===== config.mk =====
export PLATFORM = sky130hd
export DESIGN_NAME = cv32e40s_rvfi_obi_txn_tracker
export DESIGN_NICKNAME = d
export VERILOG_FILES = /design/src/rtl/cv32e40s_rvfi_obi_txn_tracker.sv
export SDC_FILE = /design/constraint.sdc
export NUM_CORES = 1
export LEC_CHECK = 0
export BUFFER_PORTS_ARGS = -buffer_cell sky130_fd_sc_hd__buf_2
export CAP_MARGIN = 0
export CORE_MARGIN = 2
export CORE_UTILIZATION = 55
export DETAILED_ROUTE_END_ITERATION = 8
export PLACE_DENSITY_LB_ADDON = 0.05
export SYNTH_ARGS = -nofsm -noshare
export SYNTH_HDL_FRONTEND = slang
export SYNTH_SLANG_ARGS = --single-unit
export TNS_END_PERCENT = 100

===== constraint.sdc =====
create_clock -name clk -period 3.2 [get_ports clk]
set_input_delay 0.16 -clock clk [delete_from_list [all_inputs] [get_ports clk]]
set_output_delay 0.16 -clock clk [all_outputs]
set_load 0.005 [all_outputs]

===== src/rtl/cv32e40s_rvfi_obi_txn_tracker.sv =====
`default_nettype none
// +----------------------------------------------------------------------------+
// | cv32e40s_rvfi_obi_txn_tracker                                              |
// | Pairs data OBI grants with in-order responses; emits completed records.    |
// | Revision: 1.0                                                              |
// +----------------------------------------------------------------------------+
module cv32e40s_rvfi_obi_txn_tracker #(
  parameter int DEPTH      = 4,
  parameter int ADDR_WIDTH = 32,
  parameter int DATA_WIDTH = 32
) (
  input  logic                      clk,
  input  logic                      rst_n,
  input  logic                      obi_req_i,
  input  logic                      obi_gnt_i,
  input  logic [ADDR_WIDTH-1:0]     obi_addr_i,
  input  logic                      obi_we_i,
  input  logic [DATA_WIDTH/8-1:0]   obi_be_i,
  input  logic [DATA_WIDTH-1:0]     obi_wdata_i,
  input  logic                      obi_rvalid_i,
  input  logic [DATA_WIDTH-1:0]     obi_rdata_i,
  input  logic                      obi_err_i,
  output logic                      txn_valid_o,
  input  logic                      txn_ready_i,
  output logic [ADDR_WIDTH-1:0]     txn_addr_o,
  output logic                      txn_we_o,
  output logic [DATA_WIDTH/8-1:0]   txn_be_o,
  output logic [DATA_WIDTH-1:0]     txn_wdata_o,
  output logic [DATA_WIDTH-1:0]     txn_rdata_o,
  output logic                      txn_err_o,
  output logic [$clog2(DEPTH):0]    outstanding_o,
  output logic [$clog2(DEPTH):0]    occupancy_o,
  output logic                      proto_err_o
);

  localparam int PTR_WIDTH = $clog2(DEPTH);
  localparam int BE_WIDTH  = DATA_WIDTH / 8;
  localparam logic [PTR_WIDTH:0] PTR_ONE   = (PTR_WIDTH+1)'(1);
  localparam logic [PTR_WIDTH:0] DEPTH_CNT = (PTR_WIDTH+1)'(DEPTH);

  logic [ADDR_WIDTH-1:0] addr_q  [DEPTH];
  logic                  we_q    [DEPTH];
  logic [BE_WIDTH-1:0]   be_q    [DEPTH];
  logic [DATA_WIDTH-1:0] wdata_q [DEPTH];
  logic [DATA_WIDTH-1:0] rdata_q [DEPTH];
  logic                  err_q   [DEPTH];
  logic [DEPTH-1:0]      done_q;

  logic [PTR_WIDTH:0]    wr_ptr;
  logic [PTR_WIDTH:0]    rsp_ptr;
  logic [PTR_WIDTH:0]    rd_ptr;
  logic                  proto_err_q;

  logic [PTR_WIDTH-1:0]  wr_idx;
  logic [PTR_WIDTH-1:0]  rsp_idx;
  logic [PTR_WIDTH-1:0]  rd_idx;
  logic [PTR_WIDTH:0]    occupancy;
  logic [PTR_WIDTH:0]    outstanding;
  logic                  full;
  logic                  push_req;
  logic                  push;
  logic                  rsp;
  logic                  pop;
  logic                  valid;

  assign wr_idx      = wr_ptr[PTR_WIDTH-1:0];
  assign rsp_idx     = rsp_ptr[PTR_WIDTH-1:0];
  assign rd_idx      = rd_ptr[PTR_WIDTH-1:0];
  assign occupancy   = wr_ptr - rd_ptr;
  assign outstanding = wr_ptr - rsp_ptr;
  assign full        = (occupancy == DEPTH_CNT);

  // Full/outstanding are judged on the pre-cycle pointers: a same-cycle pop
  // does not make room, and a same-cycle grant cannot already be answered.
  assign push_req = obi_req_i && obi_gnt_i;
  assign push     = push_req && !full;
  assign rsp      = obi_rvalid_i && (outstanding != '0);
  assign valid    = (occupancy != '0) && done_q[rd_idx];
  assign pop      = valid && txn_ready_i;

  always_ff @(posedge clk or negedge rst_n) begin
    if (!rst_n) begin
      wr_ptr      <= '0;
      rsp_ptr     <= '0;
      rd_ptr      <= '0;
      proto_err_q <= 1'b0;
      done_q      <= '0;
      for (int i = 0; i < DEPTH; i++) begin
        addr_q[i]  <= '0;
        we_q[i]    <= 1'b0;
        be_q[i]    <= '0;
        wdata_q[i] <= '0;
        rdata_q[i] <= '0;
        err_q[i]   <= 1'b0;
      end
    end else begin
      if (push) begin
        addr_q[wr_idx]  <= obi_addr_i;
        we_q[wr_idx]    <= obi_we_i;
        be_q[wr_idx]    <= obi_be_i;
        wdata_q[wr_idx] <= obi_wdata_i;
        done_q[wr_idx]  <= 1'b0;
        wr_ptr          <= wr_ptr + PTR_ONE;
      end
      if (rsp) begin
        rdata_q[rsp_idx] <= obi_rdata_i;
        err_q[rsp_idx]   <= obi_err_i;
        done_q[rsp_idx]  <= 1'b1;
        rsp_ptr          <= rsp_ptr + PTR_ONE;
      end
      if (pop) begin
        rd_ptr <= rd_ptr + PTR_ONE;
      end
      if ((push_req && full) || (obi_rvalid_i && (outstanding == '0))) begin
        proto_err_q <= 1'b1;
      end
    end
  end

  assign txn_valid_o   = valid;
  assign txn_addr_o    = addr_q[rd_idx];
  assign txn_we_o      = we_q[rd_idx];
  assign txn_be_o      = be_q[rd_idx];
  assign txn_wdata_o   = wdata_q[rd_idx];
  assign txn_rdata_o   = rdata_q[rd_idx];
  assign txn_err_o     = err_q[rd_idx];
  assign outstanding_o = outstanding;
  assign occupancy_o   = occupancy;
  assign proto_err_o   = proto_err_q;

endmodule
`default_nettype wire


[After elaboration in Yosys (flattened, before gate mapping)]
Cells that the tools add are included.
Word-level totals
  bits in registers: 422
  input port bits: 108
  output and inout bits: 110
Cells by class
  $add $sub $neg: 5
  $lt $le $gt $ge: 10
  eq/ne operators: 1
  multiplexer cells: 42
  bitwise gates (word level): 6
  reductions and logical operators: 16
Operators by type and width (number)
  128-bit bitwise mux: 3
  32-bit 2-to-1 mux: 8
  32-bit binary-select mux with 2-bit select: 3
  32-bit demux with 2-bit select: 2
  4-bit 2-to-1 mux: 5
  16-bit bitwise mux: 1
  1-bit logical AND: 11
  3-bit by 1-bit adder with 3-bit output, second input constant: 3
  3-bit greater-or-equal comparator, second input constant: 3
  2-bit by 3-bit less-than comparator with 1-bit output, second input constant: 3
  1-bit 2-to-1 mux: 9
  2-bit NOT with 3-bit output: 3
  4-bit binary-select mux with 2-bit select: 1
  4-bit bitwise mux: 2
  1-bit demux with 2-bit select: 4
  4-bit demux with 2-bit select: 1
  1-bit binary-select mux with 2-bit select: 3
  3-bit by 1-bit less-than comparator with 1-bit output, second input constant: 2
  3-bit nonzero test: 2
  3-bit subtractor: 2
  4-bit bitwise AND: 1
  2-bit by 1-bit greater-or-equal comparator with 1-bit output, second input constant: 2
  4-bit NOT: 1
  4-bit OR: 1
  4 further kinds: 4

[Logic depth before layout (Yosys ltp)]
Gate-level depths: netlist of run 1.
  depth after elaboration: 9
  gate-level depth with buffers: 8
  depth with buffers taken out: 6

[Worst setup path after synthesis of run 1]
Ideal clock, no wire load.
  path kind: register to register
  start: register wr_ptr[0]
  end: register addr_q[23] in the netlist's numbering
  library setup time: 0.125 ns
  arrival time: 2.366 ns
  data required time: 3.075 ns
  path slack: 0.710 ns
  cell stages (with the launch flop): 9
  cells stage by stage: dfrtp_1 inv_1 ha_1 fa_1 and2_1 buf_1 a21oi_4 buf_6 mux2_2
On the way
  cells in the longest elaborated chain, start to end: 6
  elaborated cells on any way between the ends: 11
  those cells by class: 1 x add/sub; 2 x order compare; 1 x eq/ne; 3 x mux; 1 x bitwise; 3 x reduce/logical
RTL lines
  start, declared: RTL line 49  | logic [PTR_WIDTH:0] wr_ptr;
  start signal, assigned: RTL line 103  | wr_ptr <= wr_ptr + PTR_ONE;
  2-bit NOT with 3-bit output (implied by the code): RTL line 98  | addr_q[wr_idx] <= obi_addr_i;
  3-bit greater-or-equal comparator (implied by the code) or 3-bit by 1-bit less-than comparator with 1-bit output (tied branches): RTL line 98
  1-bit logical AND (implied by the code): RTL line 98
  32-bit 2-to-1 mux (implied by the code): RTL line 98
  32-bit demux with 2-bit select: RTL line 98
  128-bit bitwise mux: RTL line 98
  end signal, assigned by index: RTL line 98
  end, declared: RTL line 41  | logic [ADDR_WIDTH-1:0] addr_q [DEPTH];
Parallel ways exist; a longest one is shown, timed or not.
A chain may end at the register's enable or synchronous reset.

[Worst setup path after layout of run 1]
  start: register rd_ptr[1]
  end: output txn_wdata_o[6]
On the way
  cells in the longest elaborated chain, start to end: 4
RTL lines
  start, declared: RTL line 51  | logic [PTR_WIDTH:0] rd_ptr;
  start signal, assigned: RTL line 112  | rd_ptr <= rd_ptr + PTR_ONE;
  2-bit NOT with 3-bit output (implied by the code): RTL line 124  | assign txn_wdata_o = wdata_q[rd_idx];
  32-bit binary-select mux with 2-bit select: RTL line 124
  32-bit 2-to-1 mux (implied by the code) (2 in a row): RTL line 124
  end, declared: RTL line 28  | output logic [DATA_WIDTH-1:0] txn_wdata_o,
Every way passes these cells. The select of a mux whose other input is x is not followed.

==> impl_metrics.ini, run 1 <==
[synth]
ys_async_sr_fraction_pct = 100.0
syn_area_um2 = 18810
yosys.area.top_type = dfrtp_1
yosysWarnings = 0
ys_ff_latch = 422
netlist.area_leader.share_pct = 56.15
synth_area_leaders = dfrtp_1 (56%), mux2_2 (21%), mux4_2 (12%)
synth_edf_count = 0
synth_cell_types = 30
yosysSeqAreaShare_pct = 56.15
ys.flop_type = dfrtp_1
syn_nets = 1190
syn_inst = 1069
postSynthAreaPerCell_um2 = 17.59

[detailed_routing]
vias_per_cell = 5.576
drt_iter0_drc = 377
dr.pass1.iters = 4
avgRoutedWirePerCell_um = 20.69
vias = 10517
drc = 0
drt-total-wl_mm = 39.03
postRouteAntennaNets = 0

[global_routing]
antenna_found_initial = 2
grt_usage_pct = 22.58
grt_overflow_total = 0
grt_max_degree = 106
grt_pass1_vias = 11587
grt_first_pass_wirelength_mm = 63.50

[floorplan]
fp.dieW_um = 188.9
rows = 67
die_h_um = 188.9
initial_core_util_pct = 55.95
die_area_um2 = 35690
ios = 218
coreArea_um2 = 33620

[worst_setup_path]
cp-start-kind = flip-flop
r2r_slack_ns = 0.42
ff2ff_path_depth = 7
timing.rr.end = wdata_q[2]
crit_path_end_kind = primary output
crit_arrival_ns = 2.81
crit_path_max_fanout = 55
rr_startpoint = wr_ptr[0]
cp-startpoint = rd_ptr[1]
cp.required_ns = 3.04
path_class = flip-flop to primary output

[sta]
fin_ws_ns = 0.2313
min_period_over_period_pct = 92.77
min_period_ns = 2.969
hold_viol_final = 0
report.final.setup_viol = 0
worstMarginPinSlew_ns = 0.9612
whs_ns = 0.2290
finClkSkew_ns = 0.01378
max_freq_ghz = 0.3368
fin_tns_setup_ns = 0
rsz0062_at_grt = no
slew_headroom_pct = 35.92
drv_slew = 0

[power_and_ir_drop]
peakVddDrop_mv = 0.8410
power.density_nw_per_um2 = 1098
p_leak_nw = 9.922
swShare_pct = 30.58
intPower_mw = 17.38
clkPwrFrac_pct = 20.7
seqPwrFrac_pct = 37.5
p_switching_mw = 7.654
p_total_mw = 25.03
pwr-share-comb_pct = 41.7

[layout]
final_common_cell = dfrtp_1
postLayoutCoreUtil_pct = 67.79
num-fill-cells = 2420
drive_gt1_share_pct = 56.34
nets = 1521
layout_common_cells = dfrtp_1 (420), mux2_2 (351), buf_2 (216), dlygate4sd3_1 (107), mux4_2 (103)
area_growth_pct = 21.17

[placement]
gp_congestion = 0.7297
dpl.hpwl_mm = 23.20
pre_cts_ws_ns = 0.4213
portBuffers = 217

[run]
drv_cap = 0

[hold_path]
min_path_type = input port to async pin

[cts]
clockRootBuffer = clkbuf_16
post_cts_buffers = 0
cts_num_sinks = 422
clock_latency_ns = 0.54
cts_buffer_depth = 3
cts_tree = yes
path_clk_slew_ns = 0.06
htreeDepth = 2
numCtsBuffers = 45

[run_status]
status = finished, final reports clean
-- worst max-delay path: stages, from the launching register on --
cell	delay, ns
dfrtp_4	0.41
buf_4	0.67
buf_6	0.58
mux4_2	0.42
buf_2	0.14
-- per-layer routing --
metal  GRT usage, %  part of all wire [%]
met5              0                     0
met4          5.138                   1.6
met3          4.819                   5.4
met2          37.28                    49
met1          31.12                    44
-- flip-flops by register name, indices dropped and copies added, names as in the netlist --
register / count
addr_q: 128
be_q: 16
done_q: 4
err_q: 4
proto_err_o: 1
rd_ptr: 3
rdata_q: 128
rsp_ptr: 3
wdata_q: 128
we_q: 4
wr_ptr: 3
-- cell type report --
cell class	instances	area, µm²	share of cell area (%)
clock buffer	69	1369	6.006
sequential	422	10570	46.37
tap	448	560.5	2.460
timing repair buffer	351	2511	11.02
clock inverter	14	130.1	0.5710
antenna	2	5.005	0.02196
inverter	13	48.80	0.2141
multi-input combinational	567	7597	33.34
-- power by group through the flow --
stage	clock [mW]	combinational, mW	sequential, mW
floorplan	0	7.68	8.99
global placement	0	10.3	9.36
detailed placement	0	10.5	9.47
CTS	5.32	10.6	9.40
global route	5.56	11.3	9.74
finish	5.19	10.4	9.40
-- logic make-up (layout without fill, tap and decap cells) --
logic type / count (synthesis) / in the layout / synth area share, %
compound gates: 19 / 19 / 1.104
xor+xnor: 8 / 8 / 0.5322
fa+ha+maj: 13 / 13 / 0.9446
buf+inv: 80 / 447 / 3.459
flops: 422 / 422 / 56.15
mux: 514 / 514 / 37.50
other cells: 0 / 2 / 0
simple gates: 13 / 13 / 0.3127
-- worst max path at each step --
stage                            to  cells past startpoint
floorplan                addr_q[23]                      8
global placement        wdata_q[17]                      7
detailed placement       addr_q[27]                      7
CTS                  txn_wdata_o[4]                      4
global route        txn_rdata_o[12]                      4
finish               txn_wdata_o[6]                      4
-- stage by stage --
stage / cells / instance area, µm²
floorplan: 1069 / 18810
CTS: 1884 / 22780
finish: 1886 / 22790
global route: 1886 / 22790
detailed placement: 1694 / 20210
global placement: 1694 / 20210
-- synth_stat cells, types with 2 or more instances --
| cell type | count |
|---|---|
| dfrtp_1 | 422 |
| mux2_2 | 351 |
| mux4_2 | 103 |
| buf_6 | 38 |
| mux2_1 | 32 |
| mux2_4 | 28 |
| inv_1 | 13 |
| ha_1 | 11 |
| buf_2 | 10 |
| a21oi_4 | 8 |
| clkbuf_1 | 8 |
| buf_1 | 7 |
| nand2_1 | 7 |
| nand3_1 | 4 |
| o21bai_1 | 4 |
| xnor2_1 | 4 |
| buf_12 | 3 |
| and2_1 | 2 |
| fa_1 | 2 |
| xor2_1 | 2 |
-- repair_timing --
| item | in CTS | in global routing |
|---|---|---|
| setup endpoints to repair | 48 | 0 |
| resized for setup | 1 | 0 |
| endpoints found under the hold margin | 486 | 0 |
| hold buffers | 107 | 0 |
No activity file was read; power rests on OpenSTA's default activity.
==> run 2, diff against run 1 <==
Clock period 3.2 ns to 3.3 ns, I/O delays scaled along.
==> run 2 against run 1 <==
Net effect: clock power is 6.9% lower; hold slack gained 0.027 ns; critical path depth unchanged; routed wire length fell by 0.69%; utilization about the same; combinational power barely moved; cell count up 0.11%; global-route usage fell by 0.18 points.
==> impl_metrics.ini, run 2 (same netlist as run 1, synthesis figures left out) <==
[run_status]
status = finished, final reports clean

[floorplan]
fp.dieW_um = 188.9
die_area_um2 = 35690
rows = 67
coreArea_um2 = 33620
initial_core_util_pct = 55.95
ios = 218
die_h_um = 188.9

[sta]
finClkSkew_ns = 0.01768
fin_tns_setup_ns = 0
hold_viol_final = 0
report.final.setup_viol = 0
rsz0062_at_grt = no
slew_headroom_pct = 39.00
max_freq_ghz = 0.3309
min_period_over_period_pct = 91.57
worstMarginPinSlew_ns = 0.9150
drv_slew = 0
min_period_ns = 3.022

[cts]
cts_num_sinks = 422
post_cts_buffers = 0
clockRootBuffer = clkbuf_16
path_clk_slew_ns = 0.06
clock_latency_ns = 0.53
cts_tree = yes
htreeDepth = 2
numCtsBuffers = 44
cts_buffer_depth = 3

[detailed_routing]
highest_layer = met4
wl_met1_mm = 17.50
vias = 10562
drt-total-wl_mm = 38.76
drt_iter0_drc = 348
avgRoutedWirePerCell_um = 20.53
met3_length_mm = 1.967
dr.pass1.iters = 5
vias_per_cell = 5.594
postRouteAntennaNets = 0
drc = 0
wl_met2_mm = 18.79

[worst_setup_path]
endpoint = txn_rdata_o[19]
cp-start-kind = flip-flop
cp-startpoint = rd_ptr[1]
crit_path_end_kind = primary output
cp.required_ns = 3.13
r2r_slack_ns = 0.47
timing.rr.end = wdata_q[42]
crit_arrival_ns = 2.86
ff2ff_path_depth = 7
path_class = flip-flop to primary output
rr_startpoint = wr_ptr[0]
crit_path_max_fanout = 64

[placement]
dpl.hpwl_mm = 23.27
portBuffers = 217
gp_congestion = 0.7381

[layout]
area_growth_pct = 21.11
top_regs = addr_q: 128 flops, rdata_q: 128 flops, wdata_q: 128 flops
layout_common_cells = dfrtp_1 (420), mux2_2 (351), buf_2 (216), dlygate4sd3_1 (107), mux4_2 (103)
drive_gt1_share_pct = 56.32
nets = 1528
final_common_cell = dfrtp_1
antennaDiodeCount = 0

[global_routing]
grt_usage_pct = 22.40
antenna_found_initial = 0
grt_first_pass_wirelength_mm = 63.42
grt_max_degree = 108
grt_overflow_total = 0
grt_pass1_vias = 11514

[power_and_ir_drop]
peakVddDrop_mv = 0.7554
p_leak_nw = 9.926
p_total_mw = 24.07
power.density_nw_per_um2 = 1056

[hold_path]
min_path_type = input port to async pin

[run]
drv_cap = 0
-- run 2: cell types whose count changed in the layout (fill, tap and decap cells not counted), moves of 2 or more --
cell       before  now
clkbuf_8       11   14
diode_2         2    0
bufinv_16       2    0
buf_4          15   23
clkinv_2        9    5
clkbuf_1       11   13
-- run 2: critical path: stages, from the launching register on --
cell and delay [ns]:
dfrtp_4 0.41, buf_4 0.57, buf_6 0.68, mux4_2 0.43, buf_2 0.15
-- run 2: worst min path at each step --
stage / start / end / slack, ns / cells after the start
after floorplan: rst_n / addr_q[0] / -0.13 / 0
after global routing: rst_n / addr_q[84] / 0.33 / 2
after CTS: rst_n / addr_q[116] / 0.33 / 2
final: rst_n / addr_q[84] / 0.26 / 2
after detailed placement: rst_n / addr_q[116] / 0.29 / 1
after global placement: rst_n / addr_q[84] / 0.31 / 1
-- run 2: metrics by stage --
| stage | hold WS, ns | std cells | setup WS (ns) | utilization, % | instance area, µm² |
|---|---|---|---|---|---|
| 2_1_floorplan | -0.1306 | 1069 | 0.8097 | - | 18810 |
| 3_3_place_gp | 0.3058 | 1702 | 0.5388 | 60.30 | 20270 |
| 3_5_place_dp | 0.2950 | 1702 | 0.4740 | 60.30 | 20270 |
| 4_1_cts | 0.3262 | 1888 | 0.2577 | 67.76 | 22780 |
| 5_1_grt | 0.3313 | 1888 | 0.2048 | 67.76 | 22780 |
| 6_report | 0.2558 | 1888 | 0.2780 | 67.76 | 22780 |
-- run 2: area by class of cell --
cell class | instances | area (µm²)
Multi-Input combinational cell | 567 | 7597
Inverter | 13 | 48.80
Timing Repair Buffer | 359 | 2571
Tap cell | 448 | 560.5
Clock inverter | 6 | 41.29
Fill cell | 2394 | 10840
Sequential cell | 422 | 10570
Clock buffer | 73 | 1393
-- run 2: timing repair --
action / 4_1_cts / 5_1_grt
gates resized for setup: 1 / 0
setup endpoints to repair: 3 / 0
hold buffers: 107 / 0
endpoints found under the hold margin: 503 / 0
-- run 2: report_power, final --
group | internal, mW | switching, mW
clock network | 2.87 | 1.96
logic | 6.00 | 4.14
registers | 7.83 | 1.26
-- run 2: layer usage --
layer | up-vias | track usage (%)
li1 | 4666 | -
met1 | 5637 | 31.90
met2 | 218 | 36.69
met3 | 41 | 4.337
met4 | 0 | 4.056
met5 | - | 0
